## config.mk

```make
export PLATFORM = sky130hd
export DESIGN_NAME = palette_loader_flat
export DESIGN_NICKNAME = d
export VERILOG_FILES = /design/src/rtl/palette_loader_pkg.sv /design/src/rtl/palette_loader_if.sv /design/src/rtl/palette_loader.sv /design/src/flat_wrapper.sv
export SDC_FILE = /design/constraint.sdc
export NUM_CORES = 1
export LEC_CHECK = 0
export ABC_AREA = 1
export BUFFER_PORTS_ARGS = -buffer_cell sky130_fd_sc_hd__buf_2
export CELL_PAD_IN_SITES_DETAIL_PLACEMENT = 1
export CELL_PAD_IN_SITES_GLOBAL_PLACEMENT = 2
export CORE_MARGIN = 1.5
export CORE_UTILIZATION = 25
export DETAILED_ROUTE_END_ITERATION = 10
export GPL_ROUTABILITY_DRIVEN = 0
export PLACE_DENSITY_LB_ADDON = 0.1
export SYNTH_ARGS = -nofsm -noshare
export SYNTH_HDL_FRONTEND = slang
export SYNTH_SLANG_ARGS = --single-unit
```

## constraint.sdc

```tcl
create_clock -name clk -period 1.95 [get_ports clk]
set_input_delay 0.195 -clock clk [delete_from_list [all_inputs] [get_ports clk]]
set_output_delay 0.195 -clock clk [all_outputs]
set_load 0.02 [all_outputs]
```

## src/rtl/palette_loader_pkg.sv

```systemverilog
// Shared brus16 types for the palette loader.
// PALETTE_LOADER_CLEAR_EN adds the post-reset CLEAR state.
package brus16_pkg;

  localparam int PAL_DEPTH = 64;
  localparam int PAL_AW    = 6;
  localparam int WORD_W    = 16;

  typedef enum logic [2:0] {
    IDLE,
    READ,
    DRAIN,
    DONE
`ifdef PALETTE_LOADER_CLEAR_EN
    , CLEAR
`endif
  } ld_state_t;

endpackage

```

## src/rtl/palette_loader_if.sv

```systemverilog
// Data-memory read port and palette BRAM write port A.
// master = loader, slave = arbiter/memory + BRAM side.
interface palette_loader_if #(
  parameter int MEM_AW = 16
);

  logic                         mem_re;
  logic [MEM_AW-1:0]            mem_addr;
  logic                         mem_grant;
  logic [brus16_pkg::WORD_W-1:0] mem_rdata;
  logic                         pal_cea;
  logic [brus16_pkg::PAL_AW-1:0] pal_ada;
  logic [brus16_pkg::WORD_W-1:0] pal_din;

  modport master (
    output mem_re, mem_addr,
    output pal_cea, pal_ada, pal_din,
    input  mem_grant, mem_rdata
  );

  modport slave (
    input  mem_re, mem_addr,
    input  pal_cea, pal_ada, pal_din,
    output mem_grant, mem_rdata
  );

endinterface

```

## src/rtl/palette_loader.sv

```systemverilog
// Copies COUNT palette words from data memory into palette BRAM.
// PALETTE_LOADER_CLEAR_EN: zero the palette after reset.
module palette_loader
  import brus16_pkg::*;
#(
  parameter int COUNT  = PAL_DEPTH,
  parameter int MEM_AW = 16
) (
  input  logic              clk,
  input  logic              reset,
  input  logic              start,
  input  logic [MEM_AW-1:0] base,
  output logic              busy,
  output logic              done,
  palette_loader_if.master  bus
);

  localparam logic [PAL_AW-1:0] LAST = PAL_AW'(COUNT - 1);

`ifdef PALETTE_LOADER_CLEAR_EN
  localparam ld_state_t RST_STATE = CLEAR;
`else
  localparam ld_state_t RST_STATE = IDLE;
`endif

  ld_state_t         state_q;
  ld_state_t         state_d;
  logic [MEM_AW-1:0] addr_q;
  logic [PAL_AW-1:0] rd_cnt;
  logic [PAL_AW-1:0] wr_cnt;
  logic [PAL_AW-1:0] ada_q;
  logic              cea_q;
  logic              accept;
  logic              last;
  logic              clr_wr;

  assign accept = (state_q == READ) && bus.mem_grant;
  assign last   = (rd_cnt == LAST);

  always_ff @(posedge clk) begin
    if (reset) state_q <= RST_STATE;
    else       state_q <= state_d;
  end

  always_comb begin
    state_d = state_q;
    unique case (state_q)
      IDLE:  if (start) state_d = READ;
      READ:  if (accept && last) state_d = DRAIN;
      DRAIN: state_d = DONE;
      DONE:  state_d = IDLE;
`ifdef PALETTE_LOADER_CLEAR_EN
      CLEAR: if (last) state_d = IDLE;
`endif
      default: state_d = IDLE;
    endcase
  end

  // rd_cnt doubles as the clear address while in CLEAR
  always_ff @(posedge clk) begin
    if (reset) begin
      addr_q <= '0;
      rd_cnt <= '0;
      wr_cnt <= '0;
      ada_q  <= '0;
      cea_q  <= 1'b0;
    end else begin
      cea_q <= accept;
      if (accept) begin
        addr_q <= addr_q + 1'b1;
        rd_cnt <= rd_cnt + 1'b1;
        ada_q  <= wr_cnt;
        wr_cnt <= wr_cnt + 1'b1;
      end
      if (state_q == IDLE && start) begin
        addr_q <= base;
        rd_cnt <= '0;
        wr_cnt <= '0;
      end
`ifdef PALETTE_LOADER_CLEAR_EN
      if (state_q == CLEAR) rd_cnt <= rd_cnt + 1'b1;
`endif
    end
  end

  always_comb begin
    busy       = 1'b0;
    done       = 1'b0;
    bus.mem_re = 1'b0;
    clr_wr     = 1'b0;
    unique case (state_q)
      READ: begin
        busy       = 1'b1;
        bus.mem_re = 1'b1;
      end
      DRAIN: busy = 1'b1;
      DONE:  done = 1'b1;
`ifdef PALETTE_LOADER_CLEAR_EN
      CLEAR: begin
        busy   = 1'b1;
        clr_wr = !reset;
      end
`endif
      default: ;
    endcase
  end

  assign bus.mem_addr = addr_q;
  assign bus.pal_cea  = cea_q | clr_wr;
  assign bus.pal_ada  = clr_wr ? rd_cnt : ada_q;
  assign bus.pal_din  = (cea_q && !clr_wr) ? bus.mem_rdata : '0;

endmodule

```

## src/flat_wrapper.sv

```systemverilog
// flat-port wrapper written by rule: the top's interface ports become plain ports
module palette_loader_flat import brus16_pkg::*;
#(
  parameter int COUNT  = PAL_DEPTH,
  parameter int MEM_AW = 16
)
  (clk, reset, start, base, busy, done, bus_mem_re, bus_mem_addr, bus_pal_cea, bus_pal_ada, bus_pal_din, bus_mem_grant, bus_mem_rdata);
  palette_loader_if #(.MEM_AW(MEM_AW)) bus_i ();
  input  logic clk;
  input  logic reset;
  input  logic start;
  input  logic [MEM_AW-1:0] base;
  output logic busy;
  output logic done;
  output wire logic [$bits(bus_i.mem_re)-1:0] bus_mem_re;
  output wire logic [$bits(bus_i.mem_addr)-1:0] bus_mem_addr;
  output wire logic [$bits(bus_i.pal_cea)-1:0] bus_pal_cea;
  output wire logic [$bits(bus_i.pal_ada)-1:0] bus_pal_ada;
  output wire logic [$bits(bus_i.pal_din)-1:0] bus_pal_din;
  input wire logic [$bits(bus_i.mem_grant)-1:0] bus_mem_grant;
  input wire logic [$bits(bus_i.mem_rdata)-1:0] bus_mem_rdata;
  assign bus_mem_re = bus_i.mem_re;
  assign bus_mem_addr = bus_i.mem_addr;
  assign bus_pal_cea = bus_i.pal_cea;
  assign bus_pal_ada = bus_i.pal_ada;
  assign bus_pal_din = bus_i.pal_din;
  assign bus_i.mem_grant = bus_mem_grant;
  assign bus_i.mem_rdata = bus_mem_rdata;
  palette_loader #(.COUNT(COUNT), .MEM_AW(MEM_AW)) u_core (.clk(clk), .reset(reset), .start(start), .base(base), .busy(busy), .done(done), .bus(bus_i));
endmodule
```

==> flow_summary.yaml <==
synth:
  synth-seq-cells: 37
  synth_cells: 337
  yosysWarnings: 0
  post-synth-top-area-fraction_pct: 34.4
  syn-cell-area_um2: 2150
  syn_area_per_cell_um2: 6.38
  synth_cell_types: 30
  async_flop_share_pct: 0
  ys.flop_type: "dfxtp_1"
  ys_seq_area_share_pct: 34.4
  synth_edf_count: 0
  syn_nets: 381
  yosysTopAreaCell: "dfxtp_1"
  synthTopCellsByArea: "dfxtp_1, nand2_1, inv_1, nand3_1, a21oi_1"
placed_design:
  numPortBuffers: 77
  dpl.hpwl_mm: 5.42
global_route:
  grt_pass1_wl_mm: 11.1
  antenna_found_initial: 0
  grt.total_usage_pct: 15.6
  grt_max_degree: 18
  grt_pass1_vias: 2380
  overflow: 0
setup_path:
  start_kind: "flop"
  timing.rr.end: "u_core.bus.mem_addr[2]$_SDFFE_PP0P_"
  reg2reg_slack_ns: 0.26
  worstPathMaxFanout: 13
  arrival_ns: 1.89
  r2r_cells: 9
  crit_required_ns: 2.15
  path_class: "flop to flop"
  end_kind: "flop"
  timing.rr.start: "u_core.state_q[1]$_SDFFE_PP0P_"
clock_tree:
  clk_latency_ns: 0.29
  cts_buffers: 5
  clockRootBuffer: "clkbuf_8"
  ctsHoldBuffers: 0
  cts_resized: 0
  h-tree-depth: 2
  cts_tree: "done"
  clock_path_buffers: 2
  cts.clk_slew.worst_paths_ns: 0.08
  cts_setup_buffers: 0
  cts_sinks: 37
finish:
  nets: 463
  n_fill_cell: 1111
  num_antenna_cells: 0
  multi_input_area_um2: 1140
  layout_commonest_cell: "nand2_1"
  syn_to_final_growth_pct: 31.1
  regArea_um2: 741
  layout_common_cells: "nand2_1, buf_2, inv_1, dfxtp_1, nand3_1"
  layout-drive-gt1-share_pct: 24.8
sta:
  setup_violations: 0
  drv_slew: 0
  fin_setup_tns_ns: 0
  rsz0062_at_grt: "false"
  fin_crit_ns: 1.69
  skew_ns: 0.00363
  slew_headroom_pct: 65.7
  post-route-period-util_pct: 86.5
  fmax_mhz: 593
  worst_slew_pin_slew_ns: 0.514
  hold_violations: 0
floorplanning:
  io_pins: 78
  placementRows: 33
  initial_core_util_pct: 26.0
  fp.dieH_um: 95.8
  dieArea_um2: 9170
  die_w_um: 95.8
  fp.coreArea_um2: 8260
hold_path:
  hold_end: "u_core.bus.mem_addr[0]$_SDFFE_PP0P_"
  min_from: "base[0]"
  whs_path_depth: 3
  hold_class: "primary input to flop"
drt:
  drc_errors: 0
  wl_mm: 6.87
  drtAntennaViolNets: 0
  wire_per_inst_um: 13.1
  dr.first_iter.drc_count: 39
  vias_per_cell: 4.55
  vias: 2391
  drt_first_pass_iters: 4
power_and_ir_drop:
  p_leak_nw: 1.47
  ir_drop_uv: 345
  power.density_nw_per_um2: 1120
  power.total_mw: 3.16
status:
  status: "finished, final reports clean"
job:
  maxCapViolCount: 0
-- flip-flops by register name (all words and copies together) (netlist names) --
signal and flops:
u_core.bus.mem_addr 16, u_core.bus.pal_ada 6, u_core.bus.pal_cea 1, u_core.rd_cnt 6, u_core.state_q 2, u_core.wr_cnt 6
-- layout make-up --
type | count | area share, %
Clock buffer | 5 | 2.44
Clock inverter | 3 | 2.31
Inverter | 58 | 7.72
Multi-Input combinational cell | 230 | 40.3
Sequential cell | 37 | 26.3
Tap cell | 105 | 4.66
Timing Repair Buffer | 87 | 16.3
-- stage by stage --
stage | cells | util [%] | setup slack [ns] | hold WS, ns | area [um2]
5_1_grt | 525 | 34.2 | 0.0591 | 0.190 | 2820
4_1_cts | 525 | 34.1 | 0.165 | 0.166 | 2820
6_report | 525 | 34.2 | 0.264 | 0.173 | 2820
2_1_floorplan | 337 | - | 0.367 | 0.264 | 2150
3_3_place_gp | 517 | 32.5 | 0.297 | 0.464 | 2680
3_5_place_dp | 517 | 32.5 | 0.183 | 0.464 | 2680
-- cell usage after synthesis (2+ instances only) --
master and instances:
ha_1 8, nand3_1 28, dfxtp_1 37, nand2_2 2, a31oi_1 4, nor2_1 27, o211ai_1 2, o21ai_0 19
clkbuf_1 6, buf_2 4, nand4_1 6, a21oi_1 26, nor3_1 7, o21ai_1 2, nor2_2 3, inv_1 57
nand2_1 86
-- worst max path at each step --
stage	endpoint	slack [ns]	startpoint	depth (start not counted)
after global routing	u_core.bus.mem_addr[8]$_SDFFE_PP0P_	0.06	u_core.state_q[0]$_SDFFE_PP0P_	9
after global placement	u_core.bus.mem_addr[11]$_SDFFE_PP0P_	0.30	u_core.state_q[1]$_SDFFE_PP0P_	8
after floorplan	u_core.state_q[0]$_SDFFE_PP0P_	0.37	u_core.state_q[1]$_SDFFE_PP0P_	10
after detailed placement	u_core.bus.mem_addr[13]$_SDFFE_PP0P_	0.18	u_core.state_q[1]$_SDFFE_PP0P_	8
after CTS	u_core.bus.mem_addr[2]$_SDFFE_PP0P_	0.16	u_core.state_q[0]$_SDFFE_PP0P_	8
final	u_core.bus.mem_addr[2]$_SDFFE_PP0P_	0.26	u_core.state_q[1]$_SDFFE_PP0P_	9
-- report_power, final --
part           internal (mW)  switching, mW  leakage, nW
combinational          0.458          0.836         1.10
sequential             0.889          0.172        0.302
clock                  0.508          0.296       0.0681
total                   1.86           1.30         1.47
-- layer usage --
layer | GRT usage, % | routed length, um | up-vias
met5 | 0 | 0 | -
met4 | 3.68 | 53 | 0
met3 | 3.00 | 282 | 5
met2 | 27.9 | 3260 | 45
met1 | 19.2 | 3270 | 1109
li1 | - | - | 1232
-- cell families (layout without fill, tap and decap cells) --
family | count (synthesis) | after routing | synth area share, %
DFF | 37 | 37 | 34.4
xor gates and xnor gates | 1 | 1 | 0.407
buffers and inverters | 70 | 153 | 13.0
and+or+nand+nor | 165 | 165 | 33.7
AOI/OAI and AO/OA | 56 | 56 | 13.8
adders and majority gates | 8 | 8 | 4.65
-- worst max-delay path, cell delays in order (launching register included) --
cell,delay [ns]
dfxtp_1,0.36
inv_1,0.09
ha_1,0.25
nand2_4,0.14
inv_1,0.14
buf_4,0.18
nand2_1,0.07
inv_1,0.09
nand2_1,0.06
a221oi_1,0.22
Note: power is estimated with default switching activity, not from simulation.
